File: src/rtl/snake_pkg.sv
// Shared definitions for the snake input stage: one-hot direction codes,
// the reversal helper and the tick FSM state type.
package snake_pkg;

   localparam logic [3:0] DIR_NONE  = 4'b0000;
   localparam logic [3:0] DIR_UP    = 4'b0001;
   localparam logic [3:0] DIR_LEFT  = 4'b0010;
   localparam logic [3:0] DIR_DOWN  = 4'b0100;
   localparam logic [3:0] DIR_RIGHT = 4'b1000;

   typedef enum logic [0:0] {
      IDLE = 1'b0,
      RUN  = 1'b1
   } state_e;

   function automatic logic [3:0] dir_opposite(input logic [3:0] dir);
      logic [3:0] opp;
      case (dir)
         DIR_UP:    opp = DIR_DOWN;
         DIR_LEFT:  opp = DIR_RIGHT;
         DIR_DOWN:  opp = DIR_UP;
         DIR_RIGHT: opp = DIR_LEFT;
         default:   opp = DIR_NONE;
      endcase
      return opp;
   endfunction

endpackage

File: src/rtl/button_debounce.sv
// One raw button: 2-flop synchroniser, stability-count debouncer and a
// single-cycle pulse on each accepted press (debounced rising edge).
module button_debounce #(
   parameter int DEBOUNCE_CYCLES = 16,
   parameter int CNT_W           = 8
) (
   input  logic clk,
   input  logic rst_n,
   input  logic btn_raw,
   output logic press
);

   localparam logic [CNT_W-1:0] CNT_LAST = CNT_W'(DEBOUNCE_CYCLES - 1);
   localparam logic [CNT_W-1:0] CNT_ONE  = CNT_W'(1);

   logic             sync1_q, sync2_q;
   logic             deb_q, deb_d;
   logic             prev_q;
   logic [CNT_W-1:0] cnt_q, cnt_d;

   // Level is accepted only after DEBOUNCE_CYCLES consecutive differing samples
   always_comb begin
      deb_d = deb_q;
      cnt_d = cnt_q;
      if (sync2_q == deb_q) begin
         cnt_d = '0;
      end else if (cnt_q == CNT_LAST) begin
         cnt_d = '0;
         deb_d = ~deb_q;
      end else begin
         cnt_d = cnt_q + CNT_ONE;
      end
   end

   // Synchroniser, debounce state and previous-level register
   always_ff @(posedge clk or negedge rst_n) begin
      if (!rst_n) begin
         sync1_q <= 1'b0;
         sync2_q <= 1'b0;
         deb_q   <= 1'b0;
         prev_q  <= 1'b0;
         cnt_q   <= '0;
      end else begin
         sync1_q <= btn_raw;
         sync2_q <= sync1_q;
         deb_q   <= deb_d;
         prev_q  <= deb_q;
         cnt_q   <= cnt_d;
      end
   end

   assign press = deb_q & ~prev_q;

endmodule

File: src/rtl/snake_input_ctrl.sv
// Snake input stage: debounced w/a/s/d presses become a pending direction
// (reversals dropped) that is committed to direcao on each periodic move tick.
module snake_input_ctrl
   import snake_pkg::*;
#(
   parameter int DEBOUNCE_CYCLES = 16,
   parameter int TICK_CYCLES     = 8,
   parameter int CNT_W           = 8
) (
   input  logic       clk,
   input  logic       rst_n,
   input  logic       start,
   input  logic       w,
   input  logic       a,
   input  logic       s,
   input  logic       d,
   output logic [3:0] direcao,
   output logic       move_tick,
   output logic       pending_v
);

   localparam logic [CNT_W-1:0] TICK_LAST = CNT_W'(TICK_CYCLES - 1);
   localparam logic [CNT_W-1:0] CNT_ONE   = CNT_W'(1);

   logic [3:0]       btn_raw_s;
   logic [3:0]       press_s;
   logic [3:0]       req_s;
   logic             leave_s;
   state_e           state_q, state_d;
   logic [CNT_W-1:0] cnt_q, cnt_d;
   logic             tick_q, tick_d;
   logic [3:0]       dir_q, dir_d;
   logic [3:0]       pdir_q, pdir_d;
   logic             pv_q, pv_d;

   // Bit order matches the one-hot direction encoding (w=up ... d=right)
   assign btn_raw_s = {d, s, a, w};

   for (genvar i = 0; i < 4; i++) begin : g_btn
      button_debounce #(
         .DEBOUNCE_CYCLES (DEBOUNCE_CYCLES),
         .CNT_W           (CNT_W)
      ) u_btn (
         .clk     (clk),
         .rst_n   (rst_n),
         .btn_raw (btn_raw_s[i]),
         .press   (press_s[i])
      );
   end

   assign leave_s = (state_q == RUN) && !start;

   // Next-state: FSM, tick counter, commit on tick, then filter the new request
   always_comb begin
      state_d = state_q;
      cnt_d   = cnt_q;
      dir_d   = dir_q;
      pdir_d  = pdir_q;
      pv_d    = pv_q;
      tick_d  = 1'b0;

      if (press_s[0]) begin
         req_s = DIR_UP;
      end else if (press_s[1]) begin
         req_s = DIR_LEFT;
      end else if (press_s[2]) begin
         req_s = DIR_DOWN;
      end else if (press_s[3]) begin
         req_s = DIR_RIGHT;
      end else begin
         req_s = DIR_NONE;
      end

      case (state_q)
         IDLE: begin
            cnt_d = '0;
            if (start) begin
               state_d = RUN;
            end else begin
               state_d = IDLE;
            end
         end
         RUN: begin
            if (!start) begin
               state_d = IDLE;
               cnt_d   = '0;
            end else if (cnt_q == TICK_LAST) begin
               cnt_d = '0;
            end else begin
               cnt_d = cnt_q + CNT_ONE;
            end
         end
         default: begin
            state_d = IDLE;
            cnt_d   = '0;
         end
      endcase

      // The tick commits first so a same-cycle request is judged against it
      if (tick_q && pv_q) begin
         dir_d = pdir_q;
         pv_d  = 1'b0;
      end else begin
         dir_d = dir_q;
      end

      if (leave_s) begin
         pv_d = 1'b0;
      end else if ((req_s != DIR_NONE) &&
                   ((dir_d == DIR_NONE) || (req_s != dir_opposite(dir_d)))) begin
         pdir_d = req_s;
         pv_d   = 1'b1;
      end else begin
         pdir_d = pdir_q;
      end

      tick_d = (state_d == RUN) && (cnt_d == TICK_LAST);
   end

   // State and output registers
   always_ff @(posedge clk or negedge rst_n) begin
      if (!rst_n) begin
         state_q <= IDLE;
         cnt_q   <= '0;
         tick_q  <= 1'b0;
         dir_q   <= DIR_NONE;
         pdir_q  <= DIR_NONE;
         pv_q    <= 1'b0;
      end else begin
         state_q <= state_d;
         cnt_q   <= cnt_d;
         tick_q  <= tick_d;
         dir_q   <= dir_d;
         pdir_q  <= pdir_d;
         pv_q    <= pv_d;
      end
   end

   assign direcao   = dir_q;
   assign move_tick = tick_q;
   assign pending_v = pv_q;

endmodule

File: config.mk
export PLATFORM = sky130hd
export DESIGN_NAME = snake_input_ctrl
export DESIGN_NICKNAME = d
export VERILOG_FILES = /design/src/rtl/snake_pkg.sv /design/src/rtl/button_debounce.sv /design/src/rtl/snake_input_ctrl.sv
export SDC_FILE = /design/constraint.sdc
export NUM_CORES = 1
export LEC_CHECK = 0
export BUFFER_PORTS_ARGS = -buffer_cell sky130_fd_sc_hd__buf_2
export CAP_MARGIN = 40
export CORE_MARGIN = 8
export CORE_UTILIZATION = 40
export DETAILED_ROUTE_END_ITERATION = 10
export GPL_TIMING_DRIVEN = 1
export PLACE_DENSITY_LB_ADDON = 0.2
export SYNTH_ARGS = -nofsm -noshare
export SYNTH_HDL_FRONTEND = slang
export SYNTH_SLANG_ARGS = --single-unit
export TNS_END_PERCENT = 100
File: constraint.sdc
create_clock -name clk -period 2.15 [get_ports clk]
set_input_delay 0.43 -clock clk [delete_from_list [all_inputs] [get_ports clk]]
set_output_delay 0.43 -clock clk [all_outputs]
set_load 0.01 [all_outputs]
==> results of run 1 <==
[power by group]
part	internal (mW)	switching, mW	leakage [nW]
clock	0.479	0.437	0.0905
sequential	1.29	0.0237	0.894
combinational	0.0366	0.0551	0.618
[final cells by class]
| type | count | area (um^2) |
|---|---|---|
| Multi-Input combinational cell | 180 | 1250 |
| Sequential cell | 67 | 1680 |
| Clock inverter | 2 | 10.0 |
| Timing Repair Buffer | 14 | 100 |
| Fill cell | 657 | 3830 |
| Inverter | 4 | 15.0 |
| Tap cell | 99 | 124 |
| Clock buffer | 14 | 163 |
[stage by stage]
step	total power [mW]	utilization	TNS, ns
5_1_grt	2.44	0.466	-0.00207
6_report	2.32	0.466	0
3_5_place_dp	1.43	0.438	0
4_1_cts	2.38	0.462	0
3_3_place_gp	1.43	0.438	0
2_1_floorplan	1.38	-	0
[cells by family (layout without fill, tap and decap cells)]
logic type,Yosys count,count (layout),share of synthesized area
fa+ha+maj,5,5,0.0215
xor+xnor,38,38,0.114
flops,67,67,0.575
compound gates,13,13,0.0343
mux,13,13,0.0579
simple gates,111,111,0.192
buf+inv,4,34,0.00515
[state kept, by name, indices dropped and copies added, names as in the netlist]
register,cells
g_btn.u_btn.cnt_q,32
cnt_q,8
direcao,4
g_btn.u_btn.deb_q,4
g_btn.u_btn.prev_q,4
g_btn.u_btn.sync1_q,4
g_btn.u_btn.sync2_q,4
pdir_q,4
move_tick,1
pending_v,1
state_q,1
[cells in the mapped netlist, types with 2 or more instances]
master    instances  area, um^2
ha_1              5        62.6
or2_1             2        12.5
nand2_1          14        52.6
inv_1             3        11.3
and2_1            4        25.0
mux2i_1           3        30.0
nor2b_1           2        12.5
nand2b_1          3        18.8
nor2_1           44         165
mux2_4            4        60.1
xnor2_1          17         149
o21ai_0           4        20.0
xor2_1           21         184
nand3_1          15        75.1
nor4_1            4        25.0
dfrtp_1          67        1680
mux2_1            4        45.0
nor3_1            2        10.0
and3_1           12        75.1
a31oi_1           2        12.5
[worst paths after layout]
kind,endpoint,cells after the start,slack [ns],from
setup / recovery,pdir_q[2]$_DFFE_PN0P_,7,0.08,pending_v$_DFFE_PN0P_
hold / removal,cnt_q[0]$_DFF_PN0_,1,0.09,rst_n
setup reg to reg,pdir_q[2]$_DFFE_PN0P_,7,0.08,pending_v$_DFFE_PN0P_
hold reg to reg,g_btn[3].u_btn.sync2_q$_DFF_PN0_,0,0.35,g_btn[3].u_btn.sync1_q$_DFF_PN0_
max in group asynchronous,move_tick$_DFF_PN0_,2,1.50,rst_n
min in group clk,g_btn[1].u_btn.sync1_q$_DFF_PN0_,1,0.20,a
[worst max-delay path: stages, from the launching register on]
cell and delay (ns):
dfrtp_2 0.44, nand2_4 0.15, mux2i_4 0.28, mux2i_1 0.10
a221o_1 0.37, o21ai_2 0.10, o211a_4 0.22, mux2_4 0.30
[metal layers]
metal	up-vias	share of wire	track usage
met3	8	0.033	0.0392
met5	-	0	0
met2	23	0.45	0.166
met4	0	0.017	0.0481
li1	901	-	-
met1	850	0.50	0.133
==> results.md, run 1 <==
- Max_slew headroom: 0.619
- Initial Util: 0.406
- Die area: 10300 um^2
- Clock Skews: 0.00419 ns
- Arr. time, crit path: 2.29 ns
- Leak pwr: 1.60 nW
- Crit start category: register
- Hold Buf Count CTS: 0
- Final setup viols: 0
- DR pass1 iterations: 4
- Pwr dens: 695 nW/um^2
- Clk buf depth: 2
- Peak VDD IR: 0.428 mV
- Root buffer cell: clkbuf_8
- Required time worst endpoint: 2.37 ns
- # diodes: 0
- First-pass GRT wire length: 8610 um
- Drc violations: 0
- Core footprint: 7180 um^2
- Post-Place Cells: 364
- Via count: 1782
- Final Cycle Share: 0.961
- Core Rows: 31
- Initial antenna violation count: 0
- Final net count: 288
- Layout Cells excl Fill: 380
- Skew-Pair Late Insertion Delay: 0.33 ns
- Maxcap violations: 0
- Pre-CTS setup slack: 0.0644 ns
- Setup CP Type: register to register
- DRT Wirelength: 4820 um
- Kind of end point of the critical path: register
- Vias/cell: 4.69
- Top_reg_cell synth: dfrtp_1
- Total congestion overflow: 0
- Cell area after layout: 3340 um^2
- Most common cell after layout, fill and taps aside: dfrtp_1
- DP Wirelength: 3320 um
- Final worst setup slack: 0.0830 ns
- Setup Buffers After CTS: 0
- Post-synthesis cell count: 251
- Minimum hold slack: 0.0859 ns
- Most frequent cells in the layout: 64 x dfrtp_1, 43 x nor2_1, 21 x xor2_1
- H-tree Lvls: 3
- Synth Area per Inst: 11.6 um^2
- Fmax: 484 MHz
- Die height: 101 um
- Final Hold Vio Count: 0
- Final number of max-transition violations: 0
- Vias in the first global route: 1900
- Port Buffers: 12
- Pin count of the biggest net entering global routing: 30
- Post-cts resize count: 0
- Post-synth cell types: 39
- Total number of yosys warnings: 0
- Ys async rst share: 1.00
- Post-synthesis register bit count: 67
- Post-synthesis instance area: 2920 um^2
- Status: complete, no violations
- Die width: 101 um
- Drt first-iter violations: 48
- GRT Total Usage: 0.108
- Growth of design area from synthesis to finish: 14.6%
- CTS tree: done
- GP Congestion: 0.832
- Ports: 13
- Antenna viol nets, final: 0
- Post-synth EDFFs: 0
- CTS Sinks: 67
- Clock-pin slew on the worst setup and hold paths: 0.06 ns
- Hold WC Path Type: primary input to asynchronous set/reset pin
- Share of layout cells above drive strength 1: 0.164
- Worst Path Max Fanout: 5
- Syn Nets: 263
- Register area share after synthesis: 0.575
- Num CTS Buffers: 9
- Routed wire per std cell: 12.7 um
- Worst Tran Pin Value: 0.571 ns
- Final worst path period need: 2.07 ns
- Area post-placement: 3140 um^2
Power figures use the tool's default switching activity.
==> run 2, diff against run 1 <==
CORE_UTILIZATION = 33   (was 40)
==> results.md, run 2 (synthesis results as in run 1) <==
- Setup CP Type: register to register
- GP Congestion: 0.779 (-6.4%)
- Skew-Pair Late Insertion Delay: 0.33 ns (about the same)
- Final worst path period need: 2.07 ns (-0.0000186 ns)
- Die area: 12100 um^2 (+18%)
- Largest register FFs: 32 (unchanged)
- Final setup viols: 0 (unchanged)
- Reg2reg path depth: 7 (unchanged)
- Most common cell after layout, fill and taps aside: dfrtp_1
- Growth of design area from synthesis to finish: 15.1%
- Minimum hold slack: 0.0262 ns (-0.0597 ns)
- R2R Path Start: pending_v$_DFFE_PN0P_
- Die height: 110 um (+8.5%)
- Required time worst endpoint: 2.37 ns (about the same)
- Final number of max-transition violations: 0 (unchanged)
- Crit start category: register
- Via count: 1793 (+0.62%)
- R2R setup slack: 0.08 ns (about the same)
- Final worst setup slack: 0.0830 ns (+0.0000186 ns)
- Total congestion overflow: 0 (unchanged)
- Final Hold Vio Count: 0 (unchanged)
- Leak pwr: 1.62 nW (+0.83%)
- Maxcap violations: 0 (unchanged)
- Top flop regs: g_btn.u_btn.cnt_q x32, cnt_q x8
- First-pass GRT wire length: 8250 um (-4.2%)
- Final net count: 289 (+0.35%)
- Worst Path Max Fanout: 5 (unchanged)
- Peak VDD IR: 0.379 mV (-11%)
- Clock-pin slew on the worst setup and hold paths: 0.07 ns (about the same)
- GRT Total Usage: 0.0884 (-0.0199)
- Clock Skews: 0.00577 ns (+0.00158 ns)
- Kind of end point of the critical path: register
- Pwr dens: 727 nW/um^2 (+4.6%)
- Worst Tran Pin Value: 0.421 ns (-0.150 ns)
- RR Endpoint: pdir_q[0]$_DFFE_PN0P_
- Drc violations: 0 (unchanged)
- Post-Place Cells: 373 (+2.5%)
- H-tree Lvls: 3 (unchanged)
- Initial antenna violation count: 0 (unchanged)
- Fmax: 484 MHz (about the same)
- # diodes: 0 (unchanged)
- Final Cycle Share: 0.961 (about the same)
- Vias/cell: 4.61 (-1.7%)
- Num CTS Buffers: 9 (unchanged)
- DR pass1 iterations: 4 (unchanged)
- Arr. time, crit path: 2.29 ns (about the same)
- Pin count of the biggest net entering global routing: 52 (+73%)
- Die width: 110 um (+8.5%)
- Layout Cells excl Fill: 389 (+2.4%)
- Status: complete, no violations
- CTS Sinks: 67 (unchanged)
- Top reg by flops: g_btn.u_btn.cnt_q
- Final core occ: 0.389 (-0.0770)
- Max_slew headroom: 0.719 (+0.0997)
- Share of layout cells above drive strength 1: 0.149 (-0.0142)
- Routed wire per std cell: 12.4 um (-1.9%)
- Core Rows: 34 (+9.7%)
- Drt first-iter violations: 40 (-17%)
- Most frequent cells in the layout: 67 x dfrtp_1, 44 x nor2_1, 21 x xor2_1
- Clk buf depth: 2 (unchanged)
- Hold WC Path Type: primary input to asynchronous set/reset pin
- Pre-CTS setup slack: 0.0406 ns (-0.0237 ns)
- Ports: 13 (unchanged)
- Antenna viol nets, final: 0 (unchanged)
- Hold Buf Count CTS: 0 (unchanged)
- Core footprint: 8640 um^2 (+20%)
- CTS tree: done
- DRT Wirelength: 4840 um (+0.44%)
- Initial Util: 0.338 (-0.0687)
- Port Buffers: 12 (unchanged)
- Root buffer cell: clkbuf_8
- DP Wirelength: 3440 um (+3.4%)
- Vias in the first global route: 1806 (-4.9%)
[run 2: worst max path at each step]
stage                                startpoint               endpoint  depth (start not counted)
after floorplan             move_tick$_DFF_PN0_  pdir_q[0]$_DFFE_PN0P_                          7
after global placement      move_tick$_DFF_PN0_  pdir_q[0]$_DFFE_PN0P_                          7
after detailed placement    move_tick$_DFF_PN0_  pdir_q[0]$_DFFE_PN0P_                          7
after CTS                   move_tick$_DFF_PN0_  pdir_q[0]$_DFFE_PN0P_                          7
after global routing      pending_v$_DFFE_PN0P_  pdir_q[0]$_DFFE_PN0P_                          7
final                     pending_v$_DFFE_PN0P_  pdir_q[0]$_DFFE_PN0P_                          7
[run 2: power breakdown]
part	internal (mW)	switching [mW]
clock network	0.592	0.447
logic	0.0329	0.0543
registers	1.29	0.0230
total	1.92	0.524
[run 2: worst max-delay path, cell delays in order (launching register included)]
cell and delay [ns]:
dfrtp_1 0.43, nand2_4 0.16, mux2i_4 0.29, mux2i_1 0.10
a221o_1 0.37, o21ai_2 0.09, o211a_4 0.21, mux2_4 0.30
[run 2: final cells by class]
| type | instances | area (um^2) |
|---|---|---|
| Fill cell | 873 | 5280 |
| Clock inverter | 2 | 35.0 |
| Tap cell | 108 | 135 |
| Multi-Input combinational cell | 180 | 1240 |
| Sequential cell | 67 | 1680 |
| Inverter | 4 | 15.0 |
| Clock buffer | 13 | 159 |
| Timing Repair Buffer | 15 | 95.1 |
[run 2: layer usage]
metal / up-vias / track usage / wire [um]
met5: - / 0 / 0
li1: 902 / - / -
met2: 15 / 0.132 / 2200
met4: 0 / 0.0463 / 65
met3: 6 / 0.0326 / 173
met1: 870 / 0.109 / 2400
[run 2: per-stage QoR]
stage               area, um^2  power, mW  setup TNS (ns)
global placement          3140       1.43               0
floorplan                 2920       1.38               0
global route              3360       2.55       -0.000375
detailed placement        3140       1.43               0
finish                    3360       2.44               0
CTS                       3330       2.48               0
[run 2: timing repair]
| item | in CTS | in global routing |
|---|---|---|
| resized for setup | 0 | 3 |
| setup buffers | 0 | 1 |
| endpoints found under the setup margin | 0 | 3 |
==> run 3, diff against run 2 <==
CORE_ASPECT_RATIO = 1.2   (was default)
==> results.md, run 3 (synthesis results as in run 1) <==
- Status: complete, no violations
- Worst-path cell chain: nand2_4, mux2_4, nor3_1, nor4b_2, o21ai_2, o211a_4, mux2_4
- Die height: 119 um (+8.2%)
- Vias in the first global route: 1863 (+3.2%)
- GP Congestion: 0.771 (-1.0%)
- Final worst path period need: 2.06 ns (-0.00227 ns)
- Antenna viol nets, final: 0 (unchanged)
- Pwr dens: 725 nW/um^2 (-0.22%)
- R2R Path Start: pending_v$_DFFE_PN0P_
- Routed wire per std cell: 12.0 um (-3.7%)
- H-tree Lvls: 3 (unchanged)
- Hold Buf Count CTS: 0 (unchanged)
- Kind of end point of the critical path: register
- Drt first-iter violations: 39 (-2.5%)
- Fillers: 839 (-3.9%)
- Top reg by flops: g_btn.u_btn.cnt_q
- Unrepaired setup endpoints after global routing: no
- R2R setup slack: 0.09 ns (about the same)
- DR pass1 iterations: 4 (unchanged)
- RR Endpoint: pdir_q[0]$_DFFE_PN0P_
- Reg2reg path depth: 7 (unchanged)
- Final setup viols: 0 (unchanged)
- Leak pwr: 1.62 nW (+0.27%)
- Most frequent cells in the layout: 67 x dfrtp_1, 44 x nor2_1, 21 x xor2_1
- Peak VDD IR: 0.363 mV (-4.4%)
- Worst Path Max Fanout: 5 (unchanged)
- CTS tree: done
- Port Buffers: 12 (unchanged)
- Worst Tran Pin Value: 0.343 ns (-0.0782 ns)
- Root buffer cell: clkbuf_8
- Crit-path max cell delay: 0.43 ns (about the same)
- Setup CP Type: register to register
- Critical path's slowest cell: dfrtp_1
- Crit start category: register
- Drc violations: 0 (unchanged)
- GRT Total Usage: 0.0893 (+0.000974)
- Share of layout cells above drive strength 1: 0.162 (+0.0125)
- # diodes: 0 (unchanged)
- Largest register FFs: 32 (unchanged)
- Final core occ: 0.395 (+0.00660)
- Final Cycle Share: 0.960 (-0.00105)
- First-pass GRT wire length: 8440 um (+2.3%)
- Core Rows: 37 (+8.8%)
- Initial antenna violation count: 0 (unchanged)
- Initial Util: 0.341 (+0.00281)
- Skew-Pair Late Insertion Delay: 0.34 ns (about the same)
- Top flop regs: g_btn.u_btn.cnt_q x32, cnt_q x8
- Ports: 13 (unchanged)
- Die width: 102 um (-7.4%)
- Arr. time, crit path: 2.28 ns (about the same)
- Pin count of the biggest net entering global routing: 68 (+31%)
- Die area: 12100 um^2 (+0.11%)
- Vias/cell: 4.51 (-2.2%)
- Num CTS Buffers: 9 (unchanged)
- Max_slew headroom: 0.770 (+0.0508)
- Final number of max-transition violations: 0 (unchanged)
- Clock Skews: 0.0129 ns (+0.00709 ns)
- Total congestion overflow: 0 (unchanged)
- Via count: 1808 (+0.84%)
- Hold WC Path Type: primary input to asynchronous set/reset pin
- Core footprint: 8560 um^2 (-0.83%)
- Final Hold Vio Count: 0 (unchanged)
- Growth of design area from synthesis to finish: 16.1%
- Clock-pin slew on the worst setup and hold paths: 0.07 ns (about the same)
- Final net count: 291 (+0.69%)
- Clk buf depth: 2 (unchanged)
- Maxcap violations: 0 (unchanged)
- Total negative slack: 0 ns (unchanged)
- DP Wirelength: 3300 um (-4.0%)
- Fmax: 484 MHz (+0.11%)
- DRT Wirelength: 4800 um (-0.72%)
- CTS Sinks: 67 (unchanged)
- Most common cell after layout, fill and taps aside: dfrtp_1
- Most frequent CP cell: mux2_4
- Required time worst endpoint: 2.37 ns (about the same)
## run 3: final cells by class
| cell class | count | area [um^2] | share of cell area |
|---|---|---|---|
| Clock buffer | 11 | 141 | 0.0417 |
| Clock inverter | 5 | 62.6 | 0.0185 |
| Inverter | 4 | 15.0 | 0.00443 |
| Multi-Input combinational cell | 180 | 1230 | 0.365 |
| Sequential cell | 67 | 1680 | 0.495 |
| Tap cell | 117 | 146 | 0.0432 |
| Timing Repair Buffer | 17 | 110 | 0.0325 |
## run 3: layer usage
layer,share of wire,global-route usage
met3,0.022,0.0216
met4,0.027,0.0607
met5,0,0
met1,0.48,0.104
met2,0.47,0.141
## run 3: worst max path at each step
stage / start / slack (ns) / depth (start not counted) / end
after global placement: move_tick$_DFF_PN0_ / 0.12 / 7 / pdir_q[0]$_DFFE_PN0P_
after CTS: pending_v$_DFFE_PN0P_ / 0.07 / 6 / pdir_q[0]$_DFFE_PN0P_
final: pending_v$_DFFE_PN0P_ / 0.09 / 7 / pdir_q[0]$_DFFE_PN0P_
after floorplan: move_tick$_DFF_PN0_ / 0.16 / 7 / pdir_q[0]$_DFFE_PN0P_
after global routing: pending_v$_DFFE_PN0P_ / 0.02 / 7 / pdir_q[0]$_DFFE_PN0P_
after detailed placement: pending_v$_DFFE_PN0P_ / 0.09 / 6 / pdir_q[0]$_DFFE_PN0P_
## run 3: critical path: cells and delay by family (launching register included)
family | cells | cell delay [ns]
mux | 2 | 0.62
compound gates | 2 | 0.40
simple gates | 3 | 0.49
flops | 1 | 0.43
## run 3: stage by stage
step	cells	setup slack, ns	total power [mW]	hold slack, ns	instance area [um^2]
finish	401	0.0853	2.46	0.116	3390
global route	401	0.0175	2.57	0.142	3390
CTS	400	0.0664	2.51	0.122	3370
detailed placement	384	0.0870	1.43	0.343	3170
global placement	384	0.123	1.43	0.338	3170
floorplan	251	0.157	1.38	0.134	2920
## run 3: report_power, final
group          internal (mW)  switching, mW  leakage, nW
clock                  0.571          0.484       0.0957
sequential              1.29         0.0231        0.899
combinational         0.0331         0.0539        0.625
total                   1.89          0.561         1.62
## run 3: repair_timing
item | 4_1_cts | 5_1_grt
gates resized for setup | 0 | 2
setup buffers | 0 | 1
endpoints found under the setup margin | 0 | 2
